[src/rtl/gpr_pkg.sv]
// Shared defaults and helpers for the general-purpose register file slice.
package gpr_pkg;

  localparam int unsigned GPR_DATA_W   = 32;
  localparam int unsigned GPR_NUM_REGS = 16;

  localparam logic [GPR_DATA_W-1:0] ZERO_WORD = '0;

  // Register index width for a given register count; never narrower than one bit.
  function automatic int unsigned calcAddrW(input int unsigned numRegs);
    return (numRegs < 2) ? 1 : $clog2(numRegs);
  endfunction

endpackage : gpr_pkg

[src/rtl/gpr_file_scoreboard_if.sv]
// Read/write/issue bus between the control unit and the register file.
interface gpr_file_scoreboard_if
  import gpr_pkg::*;
#(
  parameter int unsigned DATA_W   = GPR_DATA_W,
  parameter int unsigned NUM_REGS = GPR_NUM_REGS
) ();

  localparam int unsigned ADDR_W = calcAddrW(NUM_REGS);

  logic [ADDR_W-1:0]   rd_addr_a;
  logic                ba_a;
  logic [DATA_W-1:0]   rd_data_a;
  logic                busy_a;

  logic [ADDR_W-1:0]   rd_addr_b;
  logic                ba_b;
  logic [DATA_W-1:0]   rd_data_b;
  logic                busy_b;

  logic                wr_en;
  logic [ADDR_W-1:0]   wr_addr;
  logic [DATA_W-1:0]   wr_data;

  logic                issue_valid;
  logic [ADDR_W-1:0]   issue_dst;
  logic                issue_ready;
  logic [NUM_REGS-1:0] pending;

  // Control unit side.
  modport master (
    output rd_addr_a, ba_a, rd_addr_b, ba_b,
    output wr_en, wr_addr, wr_data,
    output issue_valid, issue_dst,
    input  rd_data_a, busy_a, rd_data_b, busy_b,
    input  issue_ready, pending
  );

  // Register file side.
  modport slave (
    input  rd_addr_a, ba_a, rd_addr_b, ba_b,
    input  wr_en, wr_addr, wr_data,
    input  issue_valid, issue_dst,
    output rd_data_a, busy_a, rd_data_b, busy_b,
    output issue_ready, pending
  );

endinterface : gpr_file_scoreboard_if

[src/rtl/gpr_scoreboard.sv]
// Pending-write scoreboard: one bit per register, set on accepted issue,
// cleared by the retiring write; a same-register set and clear leaves it set.
module gpr_scoreboard #(
  parameter int unsigned NUM_REGS = 16,
  parameter int unsigned ADDR_W   = 4
) (
  input  logic                Clock,
  input  logic                Reset,
  input  logic                issueValid,
  input  logic [ADDR_W-1:0]   issueDst,
  input  logic                wrEn,
  input  logic [ADDR_W-1:0]   wrAddr,
  output logic                issueReady,
  output logic [NUM_REGS-1:0] pending
);

  logic [NUM_REGS-1:0] setMask;
  logic [NUM_REGS-1:0] clrMask;
  logic [NUM_REGS-1:0] pendingNext;

  // A destination can only be issued while no earlier write to it is outstanding.
  assign issueReady = !pending[issueDst];

  // Build set/clear masks; set is applied after clear so it wins on a tie.
  always_comb begin
    setMask = '0;
    clrMask = '0;
    if (wrEn) begin
      clrMask[wrAddr] = 1'b1;
    end
    if (issueValid && issueReady) begin
      setMask[issueDst] = 1'b1;
    end
    pendingNext = (pending & ~clrMask) | setMask;
  end

  // Scoreboard state register.
  always_ff @(posedge Clock or negedge Reset) begin
    if (!Reset) begin
      pending <= '0;
    end else begin
      pending <= pendingNext;
    end
  end

endmodule : gpr_scoreboard

[src/rtl/gpr_file_scoreboard.sv]
// General-purpose register file with two registered read ports, BA zeroing of
// register 0 on reads, one write port and a pending-write scoreboard.
// Build option: define GPR_BYPASS_EN to forward same-cycle write data to a
// colliding read; otherwise the read returns the old value flagged busy.
module gpr_file_scoreboard
  import gpr_pkg::*;
#(
  parameter int unsigned DATA_W   = GPR_DATA_W,
  parameter int unsigned NUM_REGS = GPR_NUM_REGS
) (
  input  logic                  Clock,
  input  logic                  Reset,
  gpr_file_scoreboard_if.slave  bus
);

  localparam int unsigned ADDR_W = calcAddrW(NUM_REGS);

  logic [DATA_W-1:0]   regs [NUM_REGS];
  logic [NUM_REGS-1:0] pendingVec;
  logic                issueReady;
  logic [DATA_W-1:0]   nextDataA;
  logic                nextBusyA;
  logic [DATA_W-1:0]   nextDataB;
  logic                nextBusyB;

  gpr_scoreboard #(
    .NUM_REGS (NUM_REGS),
    .ADDR_W   (ADDR_W)
  ) scoreboard (
    .Clock      (Clock),
    .Reset      (Reset),
    .issueValid (bus.issue_valid),
    .issueDst   (bus.issue_dst),
    .wrEn       (bus.wr_en),
    .wrAddr     (bus.wr_addr),
    .issueReady (issueReady),
    .pending    (pendingVec)
  );

  assign bus.issue_ready = issueReady;
  assign bus.pending     = pendingVec;

  // Register storage; index 0 is a real register.
  always_ff @(posedge Clock or negedge Reset) begin
    if (!Reset) begin
      for (int i = 0; i < int'(NUM_REGS); i++) begin
        regs[i] <= '0;
      end
    end else if (bus.wr_en) begin
      regs[bus.wr_addr] <= bus.wr_data;
    end
  end

  // Port A next value: BA zeroing first, then write collision, else storage.
  always_comb begin
    nextDataA = regs[bus.rd_addr_a];
    nextBusyA = pendingVec[bus.rd_addr_a];
    if (bus.ba_a && (bus.rd_addr_a == '0)) begin
      nextDataA = DATA_W'(ZERO_WORD);
      nextBusyA = 1'b0;
    end else if (bus.wr_en && (bus.wr_addr == bus.rd_addr_a)) begin
`ifdef GPR_BYPASS_EN
      nextDataA = bus.wr_data;
      nextBusyA = 1'b0;
`else
      nextBusyA = 1'b1;
`endif
    end
  end

  // Port B next value, same rules as port A.
  always_comb begin
    nextDataB = regs[bus.rd_addr_b];
    nextBusyB = pendingVec[bus.rd_addr_b];
    if (bus.ba_b && (bus.rd_addr_b == '0)) begin
      nextDataB = DATA_W'(ZERO_WORD);
      nextBusyB = 1'b0;
    end else if (bus.wr_en && (bus.wr_addr == bus.rd_addr_b)) begin
`ifdef GPR_BYPASS_EN
      nextDataB = bus.wr_data;
      nextBusyB = 1'b0;
`else
      nextBusyB = 1'b1;
`endif
    end
  end

  // Read data and stale flags registered together.
  always_ff @(posedge Clock or negedge Reset) begin
    if (!Reset) begin
      bus.rd_data_a <= '0;
      bus.busy_a    <= 1'b0;
      bus.rd_data_b <= '0;
      bus.busy_b    <= 1'b0;
    end else begin
      bus.rd_data_a <= nextDataA;
      bus.busy_a    <= nextBusyA;
      bus.rd_data_b <= nextDataB;
      bus.busy_b    <= nextBusyB;
    end
  end

endmodule : gpr_file_scoreboard

[src/flat_wrapper.sv]
// flat-port wrapper written by rule: the top's interface ports become plain ports
module gpr_file_scoreboard_flat import gpr_pkg::*;
#(
  parameter int unsigned DATA_W   = GPR_DATA_W,
  parameter int unsigned NUM_REGS = GPR_NUM_REGS
)
  (Clock, Reset, bus_rd_addr_a, bus_ba_a, bus_rd_addr_b, bus_ba_b, bus_wr_en, bus_wr_addr, bus_wr_data, bus_issue_valid, bus_issue_dst, bus_rd_data_a, bus_busy_a, bus_rd_data_b, bus_busy_b, bus_issue_ready, bus_pending);
  gpr_file_scoreboard_if #(.DATA_W(DATA_W), .NUM_REGS(NUM_REGS)) bus_i ();
  input  logic Clock;
  input  logic Reset;
  input wire logic [$bits(bus_i.rd_addr_a)-1:0] bus_rd_addr_a;
  input wire logic [$bits(bus_i.ba_a)-1:0] bus_ba_a;
  input wire logic [$bits(bus_i.rd_addr_b)-1:0] bus_rd_addr_b;
  input wire logic [$bits(bus_i.ba_b)-1:0] bus_ba_b;
  input wire logic [$bits(bus_i.wr_en)-1:0] bus_wr_en;
  input wire logic [$bits(bus_i.wr_addr)-1:0] bus_wr_addr;
  input wire logic [$bits(bus_i.wr_data)-1:0] bus_wr_data;
  input wire logic [$bits(bus_i.issue_valid)-1:0] bus_issue_valid;
  input wire logic [$bits(bus_i.issue_dst)-1:0] bus_issue_dst;
  output wire logic [$bits(bus_i.rd_data_a)-1:0] bus_rd_data_a;
  output wire logic [$bits(bus_i.busy_a)-1:0] bus_busy_a;
  output wire logic [$bits(bus_i.rd_data_b)-1:0] bus_rd_data_b;
  output wire logic [$bits(bus_i.busy_b)-1:0] bus_busy_b;
  output wire logic [$bits(bus_i.issue_ready)-1:0] bus_issue_ready;
  output wire logic [$bits(bus_i.pending)-1:0] bus_pending;
  assign bus_i.rd_addr_a = bus_rd_addr_a;
  assign bus_i.ba_a = bus_ba_a;
  assign bus_i.rd_addr_b = bus_rd_addr_b;
  assign bus_i.ba_b = bus_ba_b;
  assign bus_i.wr_en = bus_wr_en;
  assign bus_i.wr_addr = bus_wr_addr;
  assign bus_i.wr_data = bus_wr_data;
  assign bus_i.issue_valid = bus_issue_valid;
  assign bus_i.issue_dst = bus_issue_dst;
  assign bus_rd_data_a = bus_i.rd_data_a;
  assign bus_busy_a = bus_i.busy_a;
  assign bus_rd_data_b = bus_i.rd_data_b;
  assign bus_busy_b = bus_i.busy_b;
  assign bus_issue_ready = bus_i.issue_ready;
  assign bus_pending = bus_i.pending;
  gpr_file_scoreboard #(.DATA_W(DATA_W), .NUM_REGS(NUM_REGS)) u_core (.Clock(Clock), .Reset(Reset), .bus(bus_i));
endmodule
[config.mk]
export PLATFORM = sky130hd
export DESIGN_NAME = gpr_file_scoreboard_flat
export DESIGN_NICKNAME = d
export VERILOG_FILES = /design/src/rtl/gpr_pkg.sv /design/src/rtl/gpr_file_scoreboard_if.sv /design/src/rtl/gpr_scoreboard.sv /design/src/rtl/gpr_file_scoreboard.sv /design/src/flat_wrapper.sv
export SDC_FILE = /design/constraint.sdc
export NUM_CORES = 1
export LEC_CHECK = 0
export CORE_ASPECT_RATIO = 0.5
export CORE_MARGIN = 5
export CORE_UTILIZATION = 40
export CTS_CLUSTER_SIZE = 24
export DETAILED_ROUTE_END_ITERATION = 8
export PLACE_DENSITY_LB_ADDON = 0.05
export RECOVER_POWER = 100
export SLEW_MARGIN = 30
export SYNTH_ARGS = -nofsm -noshare
export SYNTH_HDL_FRONTEND = slang
export SYNTH_SLANG_ARGS = --single-unit
[constraint.sdc]
create_clock -name Clock -period 3.6 [get_ports Clock]
set_input_delay 0.54 -clock Clock [delete_from_list [all_inputs] [get_ports Clock]]
set_output_delay 0.54 -clock Clock [all_outputs]
set_load 0.05 [all_outputs]
* Word-level counts from Yosys, hierarchy flattened
Cells that the tools add are included.
** Storage, ports and cells
- Register bits :: 594
- Input port bits :: 54
- Word-level logic and storage cells :: 77
- Output and inout port bits :: 83
** Cells by class
- Reduce and logical (&&, ||, !) cells :: 11
- Eq/ne operators :: 2
- $lt $le $gt $ge :: 10
- Bitwise gates (word level) :: 6
- Multiplexer cells :: 27
** Operator list (count)
- 512-bit bitwise mux :: 1
- 32-bit binary-select mux with 4-bit select :: 2
- 32-bit two-way mux :: 7
- 32-bit demux with 4-bit select :: 1
- 16-bit two-way mux :: 2
- 4-bit by 5-bit < comparator with 1-bit output, second input constant :: 4
- 16-bit bitwise AND :: 1
- 16-bit NOT :: 1
- 16-bit bitwise OR :: 1
- 5-bit greater-or-equal comparator, second input constant :: 3
- 4-bit NOT with 5-bit output :: 3
- 1-bit binary-select mux with 4-bit select :: 3
- 1-bit two-way mux :: 9
- 1-bit demux with 4-bit select :: 2
- 4-bit == test :: 2
- 4-bit by 1-bit greater-or-equal comparator with 1-bit output, second input constant :: 2
- 1-bit logical AND :: 8
- 4-bit zero test :: 2
- 5-bit by 1-bit < comparator with 1-bit output, second input constant :: 1
- 1-bit zero test :: 1

* Depth between registers and ports, before layout
Gate-level depths: netlist (run 1).
- Depth in word-level cells :: 8
- Gate-level depth with buffers :: 8
- Gate-level depth less buffers :: 5

* Cells and area by module
From an unflattened synthesis (run 1), not the netlist that was laid out.
** Second synthesis, totals
- Cell total of the unflattened synthesis :: 2045
- Area, all modules :: 30178.9 sq um
** By module, submodules not included
- gpr_file_scoreboard :: cells an instance 1965, area each 29324.4 sq um, seq. area each 14463.9 sq um, instances 1
- gpr_scoreboard :: cells an instance 80, area each 854.6 sq um, seq. area each 400.4 sq um, instances 1

* Least setup slack after synthesis (run 1)
No wires, ideal clock.
- Path kind :: input to output
- Start point :: in bus_issue_dst[0]
- End point :: out bus_issue_ready
- Setup slack :: 0.891 ns
- Stages :: 4
- Arrival time :: 2.169 ns
- Path buffers :: 1
- Data required time :: 3.060 ns
- Cell sequence :: clkbuf_1 > mux4_2 > mux4_2 > inv_1
** On the way
- Longest elaborated chain between the ends :: 3
** RTL lines
- from (decl) :: RTL line flat_wrapper.sv:19 : input wire logic [$bits(bus_i.issue_dst)-1:0] bus_issue_dst;
- 1-bit binary-select mux with 4-bit select :: RTL line gpr_scoreboard.sv:22 : assign issueReady = !pending[issueDst];
- 1-bit two-way mux (implied by the code) :: RTL line gpr_scoreboard.sv:22
- 1-bit zero test :: RTL line gpr_scoreboard.sv:22
- to (decl) :: RTL line flat_wrapper.sv:24 : output wire logic [$bits(bus_i.issue_ready)-1:0] bus_issue_ready;
Every way passes these cells. The select of a mux whose other input is x is not followed.

* Final worst setup path (run 1)
- Start point :: in bus_wr_addr[3]
- End point :: reg u_core.regs[154] (netlist bit)
** On the way
- Longest elaborated chain between the ends :: 6
- Elaborated cells between the ends (all ways) :: 7
- Those cells by class :: order compare: 2; mux: 3; bitwise: 1; reduce/logical: 1
** RTL lines
- from (decl) :: RTL line flat_wrapper.sv:16 : input wire logic [$bits(bus_i.wr_addr)-1:0] bus_wr_addr;
- 4-bit NOT with 5-bit output (implied by the code) * :: RTL line gpr_file_scoreboard.sv:50 : regs[bus.wr_addr] <= bus.wr_data;
- 5-bit greater-or-equal comparator (implied by the code) / 5-bit by 1-bit < comparator with 1-bit output (equally long branches) :: RTL line gpr_file_scoreboard.sv:50
- 1-bit logical AND (implied by the code) :: RTL line gpr_file_scoreboard.sv:50
- 32-bit two-way mux (implied by the code) :: RTL line gpr_file_scoreboard.sv:50
- 32-bit demux with 4-bit select * :: RTL line gpr_file_scoreboard.sv:50
- 512-bit bitwise mux * :: RTL line gpr_file_scoreboard.sv:50
- to (signal, indexed assignment) :: RTL line gpr_file_scoreboard.sv:50
- to (decl) :: RTL line gpr_file_scoreboard.sv:18 : logic [DATA_W-1:0] regs [NUM_REGS];
Mark *: on every way between the ends. The rest lies on a longest branch, timed or not.
A chain may end at the register's enable or synchronous reset.

==> results.ini, run 1 <==
[finish]
nets=2263
syn2layout_area_growth_pct=14.84
seq_area_sq_um=14860
drive_gt1_share_pct=38.75
multi_input_area_sq_um=14460
fill_cells=6776
final_area_sq_um=34800

[clock_network]
h-tree-depth=2
cts_tree=built
cts_buffer_depth=3
clk_latency_ns=0.63
cts_sinks=594
cts_root_buf=clkbuf_16
clk_pin_slew_ns=0.06
numCtsBuffers=58
cts_resized=0

[grt]
antenna_found_initial=5
grt-ovfl-total=0
grt_start_max_net_pins=84
grt_pass1_vias=20444
track_usage_pct=23.43
grt_pass1_wl_mm=141.3

[timing]
period_needed_ns=3.460
fin_tns_setup_ns=0
fin_crit_sh_pct=96.10
drv_slew=296
final-setup-viol-count=0
max_slew.worst_pin.slew_ns=2.444
slew_headroom_pct=-62.97
grt_setup_unrepaired=no
max_freq_mhz=289.1
hold_violations=0
clock_skew_ns=0.01784

[yosys]
syn_inst=2120
synth.top_cells.by_area=dfrtp_1 (49%), mux2_2 (18%), mux4_2 (15%)
synth.cell_area_sq_um=30310
synth_edf_count=0
ys.flop_type=dfrtp_1
synth_largest_type_area_fraction_pct=49.05
synthTopCellsByCount=dfrtp_1 (594), mux2_2 (483), mux4_2 (200)
synth.distinct_cells=41
synthXorXnorAreaFrac_pct=0.1734
synth_area_leader_cell=dfrtp_1
ys_seq_elements=594
synth-adder-area-share_pct=0
synth_compound_area_share_pct=4.929
synth-seq-area-share_pct=49.05
synth_most_common_cell=dfrtp_1
postSynthNetCount=2174
synth_top_family_by_area=multiplexers
synthMuxAreaShare_pct=38.74
ys_warn_count=0
avgSynthCellArea_sq_um=14.30
async_flop_share_pct=100.0
synth_simple_gate_area_share_pct=3.939

[routing]
wl_met3_mm=4.296
via_per_inst=5.945
drt_iter0_drc=1429
wl_met2_mm=42.58
ant_nets=0
vias=19505
maxUsedRoutingLayer=met5
routed_wl_mm=94.74
drtPass1Iterations=5
drc=0
wl_met1_mm=45.80
wl_per_cell_um=28.87

[die]
die-area_sq_um=81700
num_rows=71
core_sq_um=75150
die_y_um=204.6
start_util_pct=40.33
ioPinCount=137
fp.dieW_um=399.3

[place]
port_buffers=136
place_area_sq_um=33250
dp_hpwl_mm=58.20
gp_congestion=0.7635

[worst_setup_path]
critPathMaxFanout=14
end_kind=register
worstPathArrival_ns=3.96
critPathKind=in2reg
critPathLaunchType=input pin
required_ns=4.10

[power]
power_density_nw_per_um2=600.5
leakage_nw=14.54
max-vdd-ir-drop_uv=337.8

[status]
status=complete, but fails checks
failed_checks=capacitance limit, slew limit

[run]
max_cap_violations=10

[min_path]
min_path_type=in2reg

## placed cells by master (no fill, tap or decap), drive strengths merged, types with 5 or more instances in the layout
cell,netlist,final
clkdlybuf4s50,0,41
clkinv,2,17
xnor2,5,5
nand2,140,140
a22oi,35,35
inv,12,16
nor2b,10,10
dfrtp,594,594
a211oi,36,36
nor2,18,18
mux2i,136,136
nand2b,8,8
dlygate4sd3,0,86
mux4,200,200
buf,108,58
nand3,37,37
a32o,31,31
bufinv,0,5
a221oi,36,36
nand4,31,31
o21ai,14,14
a21oi,38,38
mux2,512,512
clkbuf,90,124
## routing by layer
metal	up-vias	GRT usage, %
li1	8296	-
met1	10605	35.60
met2	480	35.80
met3	122	3.242
met4	2	5.356
met5	-	0
## cells by family (layout without fill, tap and decap cells)
| kind of cell | after synthesis | count (layout) |
|---|---|---|
| AOI/OAI and AO/OA | 200 | 200 |
| xor gates and xnor gates | 6 | 6 |
| buffers and inverters | 212 | 350 |
| DFF | 594 | 594 |
| muxes | 848 | 848 |
| other | 0 | 1 |
| and+or+nand+nor | 260 | 260 |
## report_power, final
| part | internal [mW] | switching [mW] |
|---|---|---|
| combinational | 2.72 | 2.44 |
| sequential | 8.21 | 1.12 |
| clock | 3.62 | 2.78 |
| total | 14.5 | 6.35 |
## what timing repair did
action                                 4_1_cts  5_1_grt
hold buffers                                 1        0
buffers inserted                             0        0
endpoints found under the hold margin       73        0
## worst max-delay path, stage by stage
cell            delay (ns)
dlygate4sd3_1         0.71
nand2_1               0.11
or2_0                 0.32
nor2_1                0.79
dlymetal6s2s_1        1.05
mux2_2                0.43
## path summary, 6_finish.rpt
path / from / depth (start not counted) / slack [ns] / end
hold / removal: bus_rd_addr_a[2] / 3 / 0.33 / u_core.bus.rd_data_a[20]
min in group asynchronous: Reset / 2 / 1.15 / u_core.regs[11]
setup reg to reg: u_core.scoreboard.pending[11] / 4 / 1.71 / u_core.scoreboard.pending[11]
setup / recovery: bus_wr_addr[3] / 6 / 0.14 / u_core.regs[154]
max in group asynchronous: Reset / 3 / 0.76 / u_core.regs[165]
hold reg to reg: u_core.regs[243] / 1 / 0.52 / u_core.regs[243]
## cell type report
class / instances / area share, %
Antenna cell: 1 / 0.007190
Tap cell: 1022 / 3.674
Sequential cell: 594 / 42.71
Clock buffer: 84 / 4.857
Clock inverter: 25 / 0.7585
Timing Repair Buffer: 227 / 6.309
Inverter: 14 / 0.1510
Multi-Input combinational cell: 1314 / 41.54
## sequential cells by signal, summed over array words and instances, names as in the netlist
| register | flops |
|---|---|
| u_core.regs | 512 |
| u_core.bus.rd_data_a | 32 |
| u_core.bus.rd_data_b | 32 |
| u_core.scoreboard.pending | 16 |
| u_core.bus.busy_a | 1 |
| u_core.bus.busy_b | 1 |
## through the flow
stage          instances  util (%)  total power [mW]  hold WS, ns  worst slack [ns]
6_report            3281     46.31             20.90       0.3258            0.1404
5_1_grt             3280     46.31             21.96       0.3170            0.1515
2_1_floorplan       2120         -             12.99       0.2444            0.8913
4_1_cts             3280     46.85             21.26       0.2781            0.4009
3_3_place_gp        3170     44.24             14.68       0.4995            0.3990
3_5_place_dp        3170     44.24             14.78       0.5079            0.3972
Note: power is estimated with default switching activity, not from simulation.
==> run 2, diff against run 1 <==
--- a/config.mk
+++ b/config.mk
@@ -10,6 +10,7 @@
 export CORE_UTILIZATION = 40
 export CTS_CLUSTER_SIZE = 24
 export DETAILED_ROUTE_END_ITERATION = 8
+export GPL_ROUTABILITY_DRIVEN = 0
 export PLACE_DENSITY_LB_ADDON = 0.05
 export RECOVER_POWER = 100
 export SLEW_MARGIN = 30
==> results of run 2 <==
Same layout as run 1: the final DEF is identical, and so are final timing and power.
==> run 3, diff against run 2 <==
--- a/config.mk
+++ b/config.mk
@@ -5,6 +5,7 @@
 export SDC_FILE = /design/constraint.sdc
 export NUM_CORES = 1
 export LEC_CHECK = 0
+export CAP_MARGIN = 20
 export CORE_ASPECT_RATIO = 0.5
 export CORE_MARGIN = 5
 export CORE_UTILIZATION = 40
==> results of run 3 <==
Same layout as run 1: the final DEF is identical, and so are final timing and power.
